--- src/rtl/sb_access_ctrl_if.sv ---
// DMI register-access strobe and system-bus request/response bundle for sb_access_ctrl.
// The slave modport is the controller's view; master is the view of whoever drives it.
interface sb_access_ctrl_if;
    logic [6:0]  dmi_address;
    logic [31:0] dmi_wdata;
    logic        dmi_write;
    logic        dmi_read;
    logic [31:0] dmi_rdata;

    logic        bus_req;
    logic        bus_we;
    logic [31:0] bus_addr;
    logic [31:0] bus_wdata;
    logic        bus_ack;
    logic        bus_err;
    logic [31:0] bus_rdata;

    modport slave (
        input  dmi_address, dmi_wdata, dmi_write, dmi_read,
        output dmi_rdata,
        output bus_req, bus_we, bus_addr, bus_wdata,
        input  bus_ack, bus_err, bus_rdata
    );

    modport master (
        output dmi_address, dmi_wdata, dmi_write, dmi_read,
        input  dmi_rdata,
        input  bus_req, bus_we, bus_addr, bus_wdata,
        output bus_ack, bus_err, bus_rdata
    );
endinterface

--- src/rtl/sb_access_ctrl.sv ---
// Debug-module system-bus access controller: sbcs/sbaddress0/sbdata0 registers driving
// single 32-bit bus reads/writes with busy, error and timeout tracking.
//   state | meaning
//   IDLE  | no bus access outstanding, sbbusy=0
//   RD    | bus read outstanding, waiting for ack/err/timeout
//   WR    | bus write outstanding, waiting for ack/err/timeout
module sb_access_ctrl #(
    parameter int unsigned TIMEOUT = 255
) (
    input  logic            clk,
    input  logic            rst,
    input  logic            dmactive,
    sb_access_ctrl_if.slave sb_if
);

    typedef enum logic [1:0] {IDLE, RD, WR} state_t;

    localparam logic [6:0]  LP_ADDR_SBCS  = 7'h38;
    localparam logic [6:0]  LP_ADDR_SBADR = 7'h39;
    localparam logic [6:0]  LP_ADDR_SBDAT = 7'h3C;
    localparam logic [15:0] LP_TIMEOUT    = 16'(TIMEOUT);

    state_t      r_state;
    logic [31:0] r_sbaddress0;
    logic [31:0] r_sbdata0;
    logic        r_sbbusyerror;
    logic        r_sbreadonaddr;
    logic [2:0]  r_sbaccess;
    logic        r_sbautoincrement;
    logic        r_sbreadondata;
    logic [2:0]  r_sberror;
    logic [15:0] r_cnt;

    state_t      w_state_nxt;
    logic [31:0] w_addr_nxt;
    logic [31:0] w_data_nxt;
    logic        w_busyerr_nxt;
    logic        w_readonaddr_nxt;
    logic [2:0]  w_access_nxt;
    logic        w_autoinc_nxt;
    logic        w_readondata_nxt;
    logic [2:0]  w_err_base;
    logic [2:0]  w_err_clr;
    logic [2:0]  w_sberror_nxt;
    logic [15:0] w_cnt_nxt;
    logic [15:0] w_cnt_inc;
    logic        w_start;
    logic        w_start_we;
    logic        w_busy;
    logic        w_err_any;
    logic        w_wr;
    logic        w_rd;
    logic [31:0] w_sbcs;

    assign w_busy    = (r_state != IDLE);
    assign w_err_any = r_sbbusyerror | (r_sberror != 3'd0);
    assign w_wr      = sb_if.dmi_write;
    assign w_rd      = sb_if.dmi_read & ~sb_if.dmi_write;
    assign w_cnt_inc = r_cnt + 16'd1;

    assign w_sbcs = {3'b001, 6'b0, r_sbbusyerror, w_busy, r_sbreadonaddr, r_sbaccess,
                     r_sbautoincrement, r_sbreadondata, r_sberror, 7'd32, 2'b00, 1'b1, 2'b00};

    always_comb begin
        case (sb_if.dmi_address)
            LP_ADDR_SBCS:  sb_if.dmi_rdata = w_sbcs;
            LP_ADDR_SBADR: sb_if.dmi_rdata = r_sbaddress0;
            LP_ADDR_SBDAT: sb_if.dmi_rdata = r_sbdata0;
            default:       sb_if.dmi_rdata = 32'd0;
        endcase
    end

    assign sb_if.bus_req   = w_busy;
    assign sb_if.bus_we    = (r_state == WR);
    assign sb_if.bus_addr  = r_sbaddress0;
    assign sb_if.bus_wdata = r_sbdata0;

    always_comb begin
        w_state_nxt      = r_state;
        w_addr_nxt       = r_sbaddress0;
        w_data_nxt       = r_sbdata0;
        w_busyerr_nxt    = r_sbbusyerror;
        w_readonaddr_nxt = r_sbreadonaddr;
        w_access_nxt     = r_sbaccess;
        w_autoinc_nxt    = r_sbautoincrement;
        w_readondata_nxt = r_sbreadondata;
        w_err_base       = r_sberror;
        w_err_clr        = 3'd0;
        w_cnt_nxt        = r_cnt;
        w_start          = 1'b0;
        w_start_we       = 1'b0;

        case (r_state)
            RD, WR: begin
                if (sb_if.bus_err) begin
                    w_err_base  = 3'd7;
                    w_state_nxt = IDLE;
                end else if (sb_if.bus_ack) begin
                    if (r_state == RD)
                        w_data_nxt = sb_if.bus_rdata;
                    if (r_sbautoincrement)
                        w_addr_nxt = r_sbaddress0 + 32'd4;
                    w_state_nxt = IDLE;
                end else if (w_cnt_inc == LP_TIMEOUT) begin
                    w_err_base  = 3'd1;
                    w_state_nxt = IDLE;
                end else begin
                    w_cnt_nxt = w_cnt_inc;
                end
            end
            default: ;
        endcase

        // Busy-time DMI accesses never touch address/data, so they cannot collide with completion.
        if (w_wr && sb_if.dmi_address == LP_ADDR_SBCS) begin
            w_readonaddr_nxt = sb_if.dmi_wdata[20];
            w_access_nxt     = sb_if.dmi_wdata[19:17];
            w_autoinc_nxt    = sb_if.dmi_wdata[16];
            w_readondata_nxt = sb_if.dmi_wdata[15];
            w_err_clr        = sb_if.dmi_wdata[14:12];
            if (sb_if.dmi_wdata[22])
                w_busyerr_nxt = 1'b0;
        end else if (w_wr && sb_if.dmi_address == LP_ADDR_SBADR) begin
            if (w_busy) begin
                w_busyerr_nxt = 1'b1;
            end else begin
                w_addr_nxt = sb_if.dmi_wdata;
                w_start    = ~w_err_any & r_sbreadonaddr;
            end
        end else if (w_wr && sb_if.dmi_address == LP_ADDR_SBDAT) begin
            if (w_busy) begin
                w_busyerr_nxt = 1'b1;
            end else if (!w_err_any) begin
                w_data_nxt = sb_if.dmi_wdata;
                w_start    = 1'b1;
                w_start_we = 1'b1;
            end
        end else if (w_rd && sb_if.dmi_address == LP_ADDR_SBDAT) begin
            if (w_busy)
                w_busyerr_nxt = 1'b1;
            else
                w_start = ~w_err_any & r_sbreadondata;
        end

        if (w_start) begin
            if (r_sbaccess != 3'd2) begin
                w_err_base = 3'd4;
            end else begin
                w_state_nxt = w_start_we ? WR : RD;
                w_cnt_nxt   = 16'd0;
            end
        end

        w_sberror_nxt = w_err_base & ~w_err_clr;
    end

    always_ff @(posedge clk) begin
        if (rst || !dmactive) begin
            r_state           <= IDLE;
            r_sbaddress0      <= 32'd0;
            r_sbdata0         <= 32'd0;
            r_sbbusyerror     <= 1'b0;
            r_sbreadonaddr    <= 1'b0;
            r_sbaccess        <= 3'd2;
            r_sbautoincrement <= 1'b0;
            r_sbreadondata    <= 1'b0;
            r_sberror         <= 3'd0;
            r_cnt             <= 16'd0;
        end else begin
            r_state           <= w_state_nxt;
            r_sbaddress0      <= w_addr_nxt;
            r_sbdata0         <= w_data_nxt;
            r_sbbusyerror     <= w_busyerr_nxt;
            r_sbreadonaddr    <= w_readonaddr_nxt;
            r_sbaccess        <= w_access_nxt;
            r_sbautoincrement <= w_autoinc_nxt;
            r_sbreadondata    <= w_readondata_nxt;
            r_sberror         <= w_sberror_nxt;
            r_cnt             <= w_cnt_nxt;
        end
    end

endmodule

--- src/flat_wrapper.sv ---
// flat-port wrapper written by rule: the top's interface ports become plain ports
module sb_access_ctrl_flat 
#(
    parameter int unsigned TIMEOUT = 255
)
  (clk, rst, dmactive, sb_if_dmi_address, sb_if_dmi_wdata, sb_if_dmi_write, sb_if_dmi_read, sb_if_dmi_rdata, sb_if_bus_req, sb_if_bus_we, sb_if_bus_addr, sb_if_bus_wdata, sb_if_bus_ack, sb_if_bus_err, sb_if_bus_rdata);
  sb_access_ctrl_if sb_if_i ();
  input  logic clk;
  input  logic rst;
  input  logic dmactive;
  input wire logic [$bits(sb_if_i.dmi_address)-1:0] sb_if_dmi_address;
  input wire logic [$bits(sb_if_i.dmi_wdata)-1:0] sb_if_dmi_wdata;
  input wire logic [$bits(sb_if_i.dmi_write)-1:0] sb_if_dmi_write;
  input wire logic [$bits(sb_if_i.dmi_read)-1:0] sb_if_dmi_read;
  output wire logic [$bits(sb_if_i.dmi_rdata)-1:0] sb_if_dmi_rdata;
  output wire logic [$bits(sb_if_i.bus_req)-1:0] sb_if_bus_req;
  output wire logic [$bits(sb_if_i.bus_we)-1:0] sb_if_bus_we;
  output wire logic [$bits(sb_if_i.bus_addr)-1:0] sb_if_bus_addr;
  output wire logic [$bits(sb_if_i.bus_wdata)-1:0] sb_if_bus_wdata;
  input wire logic [$bits(sb_if_i.bus_ack)-1:0] sb_if_bus_ack;
  input wire logic [$bits(sb_if_i.bus_err)-1:0] sb_if_bus_err;
  input wire logic [$bits(sb_if_i.bus_rdata)-1:0] sb_if_bus_rdata;
  assign sb_if_i.dmi_address = sb_if_dmi_address;
  assign sb_if_i.dmi_wdata = sb_if_dmi_wdata;
  assign sb_if_i.dmi_write = sb_if_dmi_write;
  assign sb_if_i.dmi_read = sb_if_dmi_read;
  assign sb_if_dmi_rdata = sb_if_i.dmi_rdata;
  assign sb_if_bus_req = sb_if_i.bus_req;
  assign sb_if_bus_we = sb_if_i.bus_we;
  assign sb_if_bus_addr = sb_if_i.bus_addr;
  assign sb_if_bus_wdata = sb_if_i.bus_wdata;
  assign sb_if_i.bus_ack = sb_if_bus_ack;
  assign sb_if_i.bus_err = sb_if_bus_err;
  assign sb_if_i.bus_rdata = sb_if_bus_rdata;
  sb_access_ctrl #(.TIMEOUT(TIMEOUT)) u_core (.clk(clk), .rst(rst), .dmactive(dmactive), .sb_if(sb_if_i));
endmodule
--- config.mk ---
export PLATFORM = sky130hd
export DESIGN_NAME = sb_access_ctrl_flat
export DESIGN_NICKNAME = d
export VERILOG_FILES = /design/src/rtl/sb_access_ctrl_if.sv /design/src/rtl/sb_access_ctrl.sv /design/src/flat_wrapper.sv
export SDC_FILE = /design/constraint.sdc
export NUM_CORES = 1
export LEC_CHECK = 0
export BUFFER_PORTS_ARGS = -buffer_cell sky130_fd_sc_hd__buf_2
export CORE_ASPECT_RATIO = 0.75
export CORE_MARGIN = 2
export CORE_UTILIZATION = 40
export CTS_BUF_LIST = sky130_fd_sc_hd__clkbuf_4 sky130_fd_sc_hd__clkbuf_8
export DETAILED_ROUTE_END_ITERATION = 6
export PLACE_DENSITY = 0.66
export SKIP_LAST_GASP = 1
export SLEW_MARGIN = 15
export SYNTH_ARGS = -nofsm -noshare
export SYNTH_HDL_FRONTEND = slang
export SYNTH_SLANG_ARGS = --single-unit
export TNS_END_PERCENT = 1
--- constraint.sdc ---
create_clock -name clk -period 4.1 [get_ports clk]
set_input_delay 0.205 -clock clk [delete_from_list [all_inputs] [get_ports clk]]
set_output_delay 0.205 -clock clk [all_outputs]
set_load 0.01 [all_outputs]
# --- After elaboration in Yosys (flattened, before gate mapping) ---
# Cells that the tools add are included.
totals:
  output_inout_bits: 98
  elab_cells: 93
  in_bits: 78
  regBits: 92
op_classes:
  reduce_logical: 11
  eq_ne: 8
  muxes: 54
  n_addsub: 2
  n_bitwise: 8
op_table:
  columns: ["op", "count"]
  rows:
  - ["$mux W32", 16]
  - ["$mux W16", 6]
  - ["$pmux W32 S3", 1]
  - ["$add A32 B3 Y32 const B", 1]
  - ["$eq A7 B6 Y1 const B", 3]
  - ["$mux W3", 7]
  - ["$mux W1", 17]
  - ["$add A16 B1 Y16 const B", 1]
  - ["$eq A16 B8 Y1 const B", 1]
  - ["$mux W2", 7]
  - ["$logic_and A1 B1 Y1", 4]
  - ["$reduce_bool A4 Y1", 1]
  - ["$and A1 B1 Y1", 3]
  - ["$and A3 B3 Y3", 1]
  - ["$ne A3 B2 Y1 const B", 1]
  - ["$not A3 Y3", 1]
  - ["$reduce_bool A3 Y1", 1]
  - ["$eq A2 B1 Y1 const B", 1]
  - ["$eq A2 B2 Y1 const B", 1]
  - ["$ne A2 B2 Y1 const B", 1]
  - ["$not A1 Y1", 2]
  - ["$reduce_and A2 Y1", 1]
  - ["$reduce_bool A2 Y1", 1]
  - ["$reduce_or A2 Y1", 1]
  - ["3 further kinds", 3]

# --- Logic depth before layout (Yosys ltp) ---
depth:
  ltp_word: 11
  mapped_depth: 10
  depth_no_buf: 9

# --- Least setup slack after synthesis ---
# OpenSTA, ideal clock, no wires.
synth_timing:
  kind: "register to register"
  from: "register u_core.r_state[1]"
  to: "register u_core.r_sbaddress0[23] (netlist: u_core.sb_if.bus_addr[23])"
  period_less_slack_ps: 2091
  stages_incl_launch_ff: 11
  slack_ps: 2009
  setup_ps: 86
  required_ps: 4014
  arrival_ps: 2005
  path_buffers: 1
  cell_sequence: "dfxtp_1 -> inv_1 -> ha_1 -> and4b_1 -> buf_2 -> nand3_1 -> nor3_2 -> and2_1 -> nand4_1 -> xor2_1 -> a211oi_1"
synth_via:
  elab_chain_len: 6
  elab_cells_between_ends: 8
  classes_between: "eq/ne: 2; mux: 4; reduce/logical: 2"
synth_lines:
  columns: ["item", "line", "rtl"]
  rows:
  - ["from (decl)", "sb_access_ctrl.sv:23", "state_t r_state;"]
  - ["from (signal assigned)", "sb_access_ctrl.sv:170", "r_state <= w_state_nxt;"]
  - ["$eq A2 B2 Y1 or $eq A2 B1 Y1 (tied branches)", "sb_access_ctrl.sv:93", "case (r_state)"]
  - ["$reduce_or A2 Y1", "sb_access_ctrl.sv:93", null]
  - ["$mux W32", "sb_access_ctrl.sv:93", null]
  - ["$mux W32", "sb_access_ctrl.sv:124", "if (w_busy) begin"]
  - ["$mux W32", "sb_access_ctrl.sv:123", "end else if (w_wr && sb_if.dmi_address == LP_ADDR_SBADR) begin"]
  - ["$mux W32 (*)", "sb_access_ctrl.sv:115", "if (w_wr && sb_if.dmi_address == LP_ADDR_SBCS) begin"]
  - ["to (signal assigned)", "sb_access_ctrl.sv:171", "r_sbaddress0 <= w_addr_nxt;"]
  - ["to (decl)", "sb_access_ctrl.sv:24", "logic [31:0] r_sbaddress0;"]
# Mark *: on every way between the ends. The rest lies on a longest branch, timed or not.
# A chain may end at the register's enable or synchronous reset.

# --- Worst setup path in the final report ---
layout_timing:
  from: "register u_core.r_state[1]"
  to: "register u_core.r_sbaddress0[30] (netlist: u_core.sb_if.bus_addr[30])"
# Same word-level chain as after synthesis.

==> impl_metrics.py <==
metrics = {
    "outcome": {
        "status": "completed",
    },
    "routing": {
        "drt_drc_violations_left": 0,
        "first_iter_violations": 274,
        "vias": 5155,
        "wl_um": 15800,
        "drt-wirelength-per-cell_um": 16.6,
        "dr.pass1.iters": 4,
        "vias_per_cell": 5.42,
        "ant_nets": 0,
    },
    "logic_synthesis": {
        "synth_top_cell_by_area": "dfxtp_1",
        "synthFlopType": "dfxtp_1",
        "synth_warnings": 0,
        "synthesis.area_um2": 5150,
        "netlist_instances": 624,
        "syn-num-nets": 708,
        "synth_top_area_share_pct": 35.7,
        "synth_common_cells": "nor2_1, dfxtp_1, mux2i_1",
        "async_flop_share_pct": 0,
        "yosys.area_share.simple_pct": 22.1,
        "ys_seq_area_share_pct": 35.7,
        "ys_ff_latch": 92,
        "synth_compound_area_share_pct": 18.3,
        "syn_avg_cell_area_um2": 8.26,
        "synth_top_family_by_area": "simple AND/OR/NAND/NOR gates",
        "synth_xor_area_share_pct": 7.14,
        "ys_top_cells_by_area": "dfxtp_1, mux2i_1, nor2_1",
        "synthAdderAreaFrac_pct": 1.46,
        "synth_mux_area_share_pct": 10.7,
        "synth_cell_types": 55,
        "yosysMostFrequentCell": "nor2_1",
        "synth-edff-count": 0,
    },
    "global_route": {
        "gr-usage-met3_pct": 5.31,
        "track_usage_pct": 22.4,
        "first_global_vias": 4649,
        "antenna_found_initial": 3,
        "grt.overflow.total": 0,
        "grt.busiest_layer": "met2",
        "use_met1_pct": 30.3,
        "grt_max_degree": 67,
        "grtUsageMet2_pct": 36.4,
        "grt_pass1_wl_um": 24300,
    },
    "die": {
        "dieWidth_um": 135,
        "core_um2": 12400,
        "initial_utilization_pct": 41.4,
        "fp-row-count": 35,
        "pin_count": 176,
        "fp.dieH_um": 102,
        "dieArea_um2": 13800,
    },
    "sta": {
        "setup_tns_ns": 0,
        "setup_slack_ns": 1.35,
        "period_needed_ns": 2.75,
        "max_freq_mhz": 364,
        "max_slew.worst_pin.slew_ns": 0.882,
        "fin_crit_sh_pct": 67.0,
        "drv_slew": 0,
        "relSlewSlack_pct": 40.9,
        "hold_viol": 0,
        "rsz0062_at_grt": "no",
        "finClkSkew_ns": 0.0114,
        "setup_violations": 0,
    },
    "critical_path": {
        "critPathLaunchType": "flip-flop",
        "path_max_fanout": 11,
        "worstPathArrival_ns": 3.00,
        "end_kind": "flip-flop",
        "critPathRequiredTime_ns": 4.35,
        "critPathKind": "reg2reg",
    },
    "clock_tree": {
        "cts_max_level": 3,
        "cts_root_buf": "clkbuf_8",
        "ctsHoldBuffers": 0,
        "cts_buffer_depth": 2,
        "cts_sinks": 92,
        "clock_latency_ns": 0.37,
        "cts_tree": "built",
        "clk_pin_slew_ns": 0.09,
        "postCtsSetupRepairBufs": 0,
        "cts_resized": 0,
        "cts-buffers-inserted": 9,
    },
    "job": {
        "max_cap_viol_count": 0,
    },
    "final_layout": {
        "drive_gt1_share_pct": 27.4,
        "utilization_pct": 51.0,
        "stdcell_count": 951,
        "area_growth_pct": 23.2,
        "fin_nets": 861,
    },
    "pwr": {
        "ir_drop_v": 0.000142,
        "leakage_nw": 2.85,
        "p_per_area_nw_per_um2": 255,
        "finalPower_mw": 1.62,
    },
    "place": {
        "io_buffers": 175,
        "gp_congestion": 0.857,
        "dpl.hpwl_um": 11700,
        "dp_cells": 932,
        "dp_slack_ns": 1.38,
    },
    "worst_hold_path": {
        "hp-class": "in2reg",
    },
}
==> worst paths after layout <==
path	start	to	slack [ns]	cells past startpoint
worst max-delay path	u_core.r_state[1]$_SDFF_PP0_	u_core.sb_if.bus_addr[30]$_SDFF_PP0_	1.35	9
worst min register to register	u_core.r_cnt[15]$_SDFF_PP0_	u_core.r_cnt[15]$_SDFF_PP0_	0.49	2
worst max register to register	u_core.r_state[1]$_SDFF_PP0_	u_core.sb_if.bus_addr[30]$_SDFF_PP0_	1.35	9
worst min-delay path	sb_if_dmi_wdata[1]	u_core.sb_if.bus_addr[1]$_SDFFE_PP0P_	0.1	3
==> critical path: stages (launching register included) <==
cell and delay, ns:
dfxtp_1 0.39, inv_1 0.08, ha_1 0.46, and4b_1 0.41, nand4_1 0.23, nor2_1 0.42, nand4_1 0.24, nor2_1 0.17
xnor2_1 0.14, a21oi_1 0.08
==> cells by family after synthesis <==
family,Yosys count
adders and majority gates,6
xor gates and xnor gates,42
AOI/OAI and AO/OA,137
buffers and inverters,56
and+or+nand+nor,236
muxes,55
DFF,92
==> power by group <==
part           total, mW  leakage [nW]  internal, mW  switching (mW)
registers          0.895         0.741         0.894         0.00117
clock network      0.624        0.0969         0.302           0.322
logic             0.0988          2.01        0.0402          0.0586
==> routing by layer <==
metal / vias up / wire, um
met1: 2399 / 7240
met2: 201 / 7110
met4: 0 / 169
met3: 13 / 1250
li1: 2542 / -
met5: - / 0
==> cell usage in the layout (no fill, tap or decap), types with 4 or more instances in the layout <==
master | netlist | routed
a211oi_1 | 52 | 52
a21oi_1 | 36 | 36
a22o_1 | 18 | 18
and2_1 | 4 | 4
and3_1 | 6 | 6
and4_1 | 4 | 4
buf_2 | 9 | 175
buf_4 | 1 | 8
clkbuf_8 | 0 | 9
dfxtp_1 | 92 | 92
ha_1 | 6 | 6
inv_1 | 14 | 14
mux2i_1 | 55 | 55
nand2_1 | 33 | 33
nand2b_1 | 5 | 4
nand3_1 | 10 | 10
nand4_1 | 23 | 23
nor2_1 | 122 | 122
nor2b_1 | 4 | 4
o21ai_0 | 14 | 14
xnor2_1 | 18 | 18
xor2_1 | 24 | 24
==> sequential cells by signal (all words and copies together), names as in the netlist <==
name,count
u_core.r_cnt,16
u_core.r_sbaccess,3
u_core.r_sbautoincrement,1
u_core.r_sbbusyerror,1
u_core.r_sberror,3
u_core.r_sbreadonaddr,1
u_core.r_sbreadondata,1
u_core.r_state,2
u_core.sb_if.bus_addr,32
u_core.sb_if.bus_wdata,32
==> cell type report <==
| class | instances | area, um^2 |
|---|---|---|
| Tap cell | 166 | 208 |
| Timing Repair Buffer | 184 | 956 |
| Multi-Input combinational cell | 476 | 3080 |
| Fill cell | 1230 | 6090 |
| Antenna cell | 3 | 7.51 |
| Clock inverter | 4 | 50.0 |
| Inverter | 14 | 52.6 |
| Clock buffer | 12 | 146 |
| Sequential cell | 92 | 1840 |
==> through the flow <==
step / hold WS [ns] / cell area, um^2
after floorplan: 0.333 / 5150
after global placement: 0.460 / 6140
after detailed placement: 0.468 / 6140
after CTS: 0.0783 / 6340
after global routing: 0.111 / 6340
final: 0.0953 / 6350
(Power assumes the default switching activity.)
